File: config.mk
export PLATFORM = sky130hd
export DESIGN_NAME = alu_md
export DESIGN_NICKNAME = d
export VERILOG_FILES = /design/src/rtl/alu_pkg.sv /design/src/rtl/alu_md_seq.sv /design/src/rtl/alu_md.sv
export SDC_FILE = /design/constraint.sdc
export NUM_CORES = 1
export LEC_CHECK = 0
export BUFFER_PORTS_ARGS = -buffer_cell sky130_fd_sc_hd__buf_2
export CORE_AREA = 4 4 257 259
export CTS_CLUSTER_SIZE = 14
export DETAILED_ROUTE_END_ITERATION = 6
export DIE_AREA = 0 0 261 263
export PLACE_DENSITY = 0.54
export RECOVER_POWER = 100
export SLEW_MARGIN = 40
export SYNTH_ARGS = -nofsm -noshare
export SYNTH_HDL_FRONTEND = slang
export SYNTH_SLANG_ARGS = --single-unit
File: constraint.sdc
create_clock -name clk -period 10.61 [get_ports clk]
set_input_delay 1.061 -clock clk [delete_from_list [all_inputs] [get_ports clk]]
set_output_delay 1.061 -clock clk [all_outputs]
set_load 0.01 [all_outputs]
File: src/rtl/alu_pkg.sv
// rtl/alu_pkg.sv - op-code constants and controller state type for alu_md
package alu_pkg;

  localparam logic [3:0] S_ADDU = 4'b0000;
  localparam logic [3:0] S_SUBU = 4'b0001;
  localparam logic [3:0] S_ADD  = 4'b0010;
  localparam logic [3:0] S_SUB  = 4'b0011;
  localparam logic [3:0] S_AND  = 4'b0100;
  localparam logic [3:0] S_OR   = 4'b0101;
  localparam logic [3:0] S_XOR  = 4'b0110;
  localparam logic [3:0] S_NOR  = 4'b0111;
  localparam logic [3:0] S_LUI0 = 4'b1000;
  localparam logic [3:0] S_LUI1 = 4'b1001;
  localparam logic [3:0] S_SLTU = 4'b1010;
  localparam logic [3:0] S_SLT  = 4'b1011;
  localparam logic [3:0] S_SRA  = 4'b1100;
  localparam logic [3:0] S_SRL  = 4'b1101;
  localparam logic [3:0] S_SLL0 = 4'b1110;
  localparam logic [3:0] S_SLL1 = 4'b1111;

  localparam logic [1:0] MD_MULT  = 2'b00;
  localparam logic [1:0] MD_MULTU = 2'b01;
  localparam logic [1:0] MD_DIV   = 2'b10;
  localparam logic [1:0] MD_DIVU  = 2'b11;

  typedef enum logic [1:0] {
    IDLE = 2'b00,
    RUN  = 2'b01,
    FIN  = 2'b10
  } md_state_t;

endpackage

File: src/rtl/alu_md_seq.sv
// rtl/alu_md_seq.sv - iterative shift-add multiplier / restoring divider with hi/lo registers
module alu_md_seq
  import alu_pkg::*;
#(
  parameter int WIDTH = 32,
  parameter int SHW   = $clog2(WIDTH)
) (
  input  logic             clk,
  input  logic             rst,
  input  logic             start,
  input  logic [1:0]       md_op,
  input  logic [WIDTH-1:0] a,
  input  logic [WIDTH-1:0] b,
  output logic             busy,
  output logic             done,
  output logic [WIDTH-1:0] hi,
  output logic [WIDTH-1:0] lo
);

  localparam logic [SHW-1:0] LAST = SHW'(WIDTH - 1);

  md_state_t        state;
  logic [SHW-1:0]   count;
  logic [1:0]       op_q;
  logic             neg_res;
  logic             neg_rem;
  logic             b_zero;
  logic [WIDTH-1:0] a_q;
  logic [WIDTH-1:0] dvs;
  logic [WIDTH-1:0] acc_hi;
  logic [WIDTH-1:0] acc_lo;

  logic             signed_op;
  logic             a_neg;
  logic             b_neg;
  logic [WIDTH-1:0] mag_a;
  logic [WIDTH-1:0] mag_b;
  logic [WIDTH:0]   mul_sum;
  logic [WIDTH:0]   div_sh;
  logic [WIDTH+1:0] div_trial;
  logic [2*WIDTH-1:0] prod_fix;
  logic [WIDTH-1:0] q_fix;
  logic [WIDTH-1:0] rm_fix;

  always_comb begin
    signed_op = (md_op == MD_MULT) || (md_op == MD_DIV);
    a_neg     = signed_op && a[WIDTH-1];
    b_neg     = signed_op && b[WIDTH-1];
    mag_a     = a_neg ? -a : a;
    mag_b     = b_neg ? -b : b;
    mul_sum   = {1'b0, acc_hi} + (acc_lo[0] ? {1'b0, dvs} : '0);
    div_sh    = {acc_hi, acc_lo[WIDTH-1]};
    div_trial = {1'b0, div_sh} - {2'b00, dvs};
    prod_fix  = neg_res ? -{acc_hi, acc_lo} : {acc_hi, acc_lo};
    q_fix     = neg_res ? -acc_lo : acc_lo;
    rm_fix    = neg_rem ? -acc_hi : acc_hi;
  end

  assign busy = (state != IDLE);

  // Multiply and divide share acc_hi/acc_lo: product halves, or remainder/quotient.
  always_ff @(posedge clk) begin
    if (rst) begin
      state   <= IDLE;
      count   <= '0;
      done    <= 1'b0;
      hi      <= '0;
      lo      <= '0;
      op_q    <= MD_MULT;
      neg_res <= 1'b0;
      neg_rem <= 1'b0;
      b_zero  <= 1'b0;
      a_q     <= '0;
      dvs     <= '0;
      acc_hi  <= '0;
      acc_lo  <= '0;
    end else begin
      done <= 1'b0;
      case (state)
        IDLE: begin
          if (start) begin
            state   <= RUN;
            count   <= '0;
            op_q    <= md_op;
            neg_res <= a_neg ^ b_neg;
            neg_rem <= a_neg;
            b_zero  <= (b == '0);
            a_q     <= a;
            dvs     <= mag_b;
            acc_hi  <= '0;
            acc_lo  <= mag_a;
          end
        end
        RUN: begin
          if (op_q[1]) begin
            acc_hi <= div_trial[WIDTH+1] ? div_sh[WIDTH-1:0] : div_trial[WIDTH-1:0];
            acc_lo <= {acc_lo[WIDTH-2:0], ~div_trial[WIDTH+1]};
          end else begin
            acc_hi <= mul_sum[WIDTH:1];
            acc_lo <= {mul_sum[0], acc_lo[WIDTH-1:1]};
          end
          count <= count + SHW'(1);
          if (count == LAST) state <= FIN;
        end
        FIN: begin
          state <= IDLE;
          done  <= 1'b1;
          count <= '0;
          if (!op_q[1]) begin
            hi <= prod_fix[2*WIDTH-1:WIDTH];
            lo <= prod_fix[WIDTH-1:0];
          end else if (b_zero) begin
            hi <= a_q;
            lo <= '1;
          end else begin
            hi <= rm_fix;
            lo <= q_fix;
          end
        end
        default: state <= IDLE;
      endcase
    end
  end

endmodule

File: src/rtl/alu_md.sv
// rtl/alu_md.sv - combinational ALU with flags plus iterative multiply/divide unit
module alu_md
  import alu_pkg::*;
#(
  parameter  int WIDTH = 32,
  localparam int SHW   = $clog2(WIDTH)
) (
  input  logic             clk,
  input  logic             rst,
  input  logic [WIDTH-1:0] a,
  input  logic [WIDTH-1:0] b,
  input  logic [3:0]       s,
  input  logic             start,
  input  logic [1:0]       md_op,
  output logic [WIDTH-1:0] r,
  output logic             zero,
  output logic             overflow,
  output logic             busy,
  output logic             done,
  output logic [WIDTH-1:0] hi,
  output logic [WIDTH-1:0] lo
);

  logic [WIDTH-1:0] sum;
  logic [WIDTH-1:0] diff;
  logic [SHW-1:0]   shamt;

  always_comb begin
    sum      = a + b;
    diff     = a - b;
    shamt    = a[SHW-1:0];
    r        = '0;
    overflow = 1'b0;
    case (s)
      S_ADDU, S_ADD: r = sum;
      S_SUBU, S_SUB: r = diff;
      S_AND:         r = a & b;
      S_OR:          r = a | b;
      S_XOR:         r = a ^ b;
      S_NOR:         r = ~(a | b);
      S_LUI0, S_LUI1: r = {b[WIDTH/2-1:0], {(WIDTH/2){1'b0}}};
      S_SLTU:        r = {{(WIDTH-1){1'b0}}, (a < b)};
      S_SLT:         r = {{(WIDTH-1){1'b0}}, ($signed(a) < $signed(b))};
      S_SRA:         r = $signed(b) >>> shamt;
      S_SRL:         r = b >> shamt;
      S_SLL0, S_SLL1: r = b << shamt;
      default:       r = '0;
    endcase
    // Only the signed add/sub codes report overflow; each on its own operation.
    if (s == S_ADD)
      overflow = (a[WIDTH-1] == b[WIDTH-1]) && (sum[WIDTH-1] != a[WIDTH-1]);
    else if (s == S_SUB)
      overflow = (a[WIDTH-1] != b[WIDTH-1]) && (diff[WIDTH-1] != a[WIDTH-1]);
  end

  assign zero = (r == '0);

  alu_md_seq #(
    .WIDTH (WIDTH),
    .SHW   (SHW)
  ) u_seq (
    .clk   (clk),
    .rst   (rst),
    .start (start),
    .md_op (md_op),
    .a     (a),
    .b     (b),
    .busy  (busy),
    .done  (done),
    .hi    (hi),
    .lo    (lo)
  );

endmodule
==> impl_metrics.json <==
{
  "ioPinCount": 173,
  "netSwitchingFraction_pct": 41.8,
  "status": "finished with violations",
  "drive_gt1_share_pct": 8.15,
  "clock-sinks": 204,
  "hold_buffers": 0,
  "critPathLaunchType": "input port",
  "dieHeight_um": 263,
  "tightest_slew_ns": 3.20,
  "worstSkewPairLatency_ns": 0.54,
  "cts_buffer_depth": 3,
  "finalInstanceArea_sq_um": 27100,
  "yosysTopAreaCellShare_pct": 16.2,
  "cts_tree": "built",
  "irDropWorstVdd_uv": 100,
  "grt_use_met1_pct": 43.5,
  "postCtsSetupBuffers": 0,
  "cts_buffers": 23,
  "rows": 93,
  "drtIter0Drc": 3113,
  "grt_use_total_pct": 31.9,
  "clk_pin_slew_ns": 0.06,
  "post_drt_via_cell_ratio": 6.31,
  "cts_resized": 0,
  "cap_violations": 5,
  "grt_pass1_wl_mm": 170,
  "start_util_pct": 39.6,
  "drc": 0,
  "numPortBuffers": 172,
  "ys_seq_elements": 204,
  "fmax_mhz": 115,
  "htree_levels": 1,
  "synth_edf_count": 0,
  "p_int_mw": 1.64,
  "synth_ff_type": "dfxtp_1",
  "dieArea_sq_um": 68600,
  "skew_ns": 0.0165,
  "holdPathEnd": "u_seq.hi[20]",
  "critPathRequiredTime_ns": 9.55,
  "utilization_pct": 42.4,
  "grt_start_max_net_pins": 81,
  "syn_avg_cell_area_sq_um": 7.21,
  "reg2reg_from": "u_seq.state[1]",
  "cp_max_fo": 42,
  "use_met2_pct": 49.5,
  "gp_congestion": 1.09,
  "ys_warn_count": 0,
  "fin_crit_sh_pct": 81.8,
  "dp.final_hpwl_mm": 86.1,
  "p_clk_share_pct": 28.7,
  "synth_area_leaders": "dfxtp_1 16%, ha_1 8.2%, nand2_1 6.3%, xnor2_1 5.4%, a21oi_1 5.4%",
  "dpl_cell_area_sq_um": 26500,
  "ys_seq_area_share_pct": 16.2,
  "core_sq_um": 63900,
  "p_sw_mw": 1.18,
  "final_cells": 4327,
  "antenna_left": 0,
  "hold_path_class": "flip-flop to flip-flop",
  "antenna_found_initial": 0,
  "violations": "capacitance limit, slew limit",
  "synth_area_sq_um": 25300,
  "end_kind": "primary output",
  "final_max_slew_viol_count": 302,
  "reg2reg_depth": 4,
  "clock_tree.root_cell": "clkbuf_16",
  "dp_cells": 4284,
  "arrival_ns": 7.62,
  "power_frac_comb_pct": 41.2,
  "routed_wl_mm": 115,
  "powerDensity_nw_per_um2": 104,
  "synthToLayoutAreaGrowth_pct": 7.04,
  "synth_nets": 3749,
  "r2r_slack_ns": 5.89,
  "p_leak_nw": 10.5,
  "worst_hold_slack_ns": 0.453,
  "worst-setup-path-type": "input port to primary output",
  "synth_cell_types": 93,
  "dr.pass1.iters": 7,
  "whs_path_depth": 2,
  "grt_pass1_vias": 25500,
  "ys_async_sr_fraction_pct": 0,
  "die_x_um": 261,
  "setup_viol_count_final": 0,
  "hold_violations": 0,
  "fin_setup_tns_ns": 0,
  "busiest_layer": "met2",
  "seqPwrFrac_pct": 30.1,
  "syn_inst": 3506,
  "maxSlewHeadroom_pct": -113,
  "via_count": 27300,
  "hp-start": "u_seq.hi[20]",
  "rsz0062_at_grt": "false",
  "avgRoutedWirePerCell_um": 26.6,
  "min_period_ns": 8.68,
  "nets": 3697,
  "yosysTopAreaCell": "dfxtp_1",
  "r2r_end": "u_seq.dvs[24]",
  "gr-total-overflow": 0,
  "use_met3_pct": 4.50
}
==> how the worst max path moves through the flow <==
stage | start | endpoint | cells after the start
final | a[1] | zero | 16
after floorplan | a[0] | zero | 21
after detailed placement | a[1] | zero | 14
after global routing | a[1] | zero | 16
after CTS | a[0] | zero | 19
after global placement | a[1] | zero | 14
==> critical path, cell delays in order <==
cell and delay (ns):
clkbuf_1 1.67, clkinv_1 0.23, clkbuf_1 0.53, ha_1 0.54, nor2_1 0.08, o311ai_0 0.61
o211ai_1 0.29, o21ai_0 0.48, and2_1 0.34, o221a_2 0.22, o21ai_0 0.13, or4_1 0.60
nor3_2 0.26, nand4b_1 0.18, nor4_2 0.23, buf_2 0.16
==> through the flow <==
step                setup slack [ns]  total power [mW]
floorplan                       3.43              1.62
global placement                3.41              2.01
detailed placement              3.36              2.00
CTS                             3.35              2.82
global route                    1.60              2.95
finish                          1.93              2.82
==> registers in the layout, summed over array words and instances (netlist names) <==
name,flops
u_seq.done,1
u_seq.a_q,32
u_seq.dvs,32
u_seq.neg_rem,1
u_seq.state,2
u_seq.count,5
u_seq.neg_res,1
u_seq.b_zero,1
u_seq.acc_hi,32
u_seq.op_q,1
u_seq.hi,32
u_seq.lo,32
u_seq.acc_lo,32
==> layout make-up <==
class / instances / area (sq um)
fill: 6777 / 36800
timing repair buffer: 227 / 1160
sequential: 204 / 4090
multi-input combinational: 2847 / 19400
antenna: 1 / 2.50
clock buffer: 27 / 611
clock inverter: 15 / 135
tap: 855 / 1070
inverter: 151 / 567
==> synthesized netlist by cell type, types with 10 or more instances <==
master and count:
mux2_2 30, o21ai_1 10, o21ai_0 253, o221ai_1 18, o311ai_0 12, inv_1 147, mux4_2 46, mux4_1 10
buf_2 33, o211ai_1 92, nor4_1 21, o22ai_1 28, a21oi_1 273, nand2_1 424, buf_1 25, a22o_1 14
a211oi_1 102, o211a_1 11, xor2_1 62, and3_1 23, ha_1 166, o21a_1 19, a221oi_1 18, or4_1 17
clkbuf_1 239, nor2_1 341, nand3_1 50, and2_1 14, a21o_1 59, o41ai_1 14, a31oi_1 51, o21bai_1 15
nand2b_1 34, a2111oi_0 14, a22oi_1 22, or3_1 27, mux2i_1 113, a311oi_1 11, xnor2_1 157, nor2b_1 29
dfxtp_1 204, nand4_1 17, nor3_1 58, o31ai_1 30
==> power by group through the flow <==
stage | Combinational (mW) | Clock [mW] | Sequential [mW]
CTS | 1.14 | 0.829 | 0.850
detailed placement | 1.13 | 0 | 0.868
floorplan | 0.783 | 0 | 0.837
global route | 1.24 | 0.855 | 0.856
global placement | 1.14 | 0 | 0.867
finish | 1.16 | 0.809 | 0.851
==> per-layer routing <==
metal	share of wire (%)	vias up
li1	-	12700
met1	42	13000
met2	44	1378
met3	8.1	277
met4	6.0	0
met5	0	-
==> cell usage in the layout, fill, tap and decap left out, drive strengths merged, types with 34 or more instances in the layout <==
cell type	synthesis	routed
a211oi	102	102
a21o	59	59
a21oi	273	273
a31oi	51	51
buf	65	127
clkbuf	239	127
dfxtp	204	204
ha	166	166
inv	149	152
mux2i	113	113
mux4	56	56
nand2	424	424
nand2b	34	34
nand3	50	50
nor2	342	342
nor3	59	59
o211ai	92	92
o21ai	263	263
xnor2	157	157
xor2	62	62
==> kinds of logic (layout without fill, tap and decap cells) <==
logic type               Yosys count  in the layout  share of synthesized area (%)
buffers and inverters            455            420                           7.17
multiplexers                     200            200                           11.0
XOR/XNOR                         219            219                           7.59
AO/OA/AOI/OAI                   1162           1162                           30.2
flip-flops                       204            204                           16.2
other                              0              1                              0
adder cells (fa/ha/maj)          170            170                           8.53
AND/OR/NAND/NOR                 1096           1096                           19.4
Note: power is estimated with default switching activity, not from simulation.
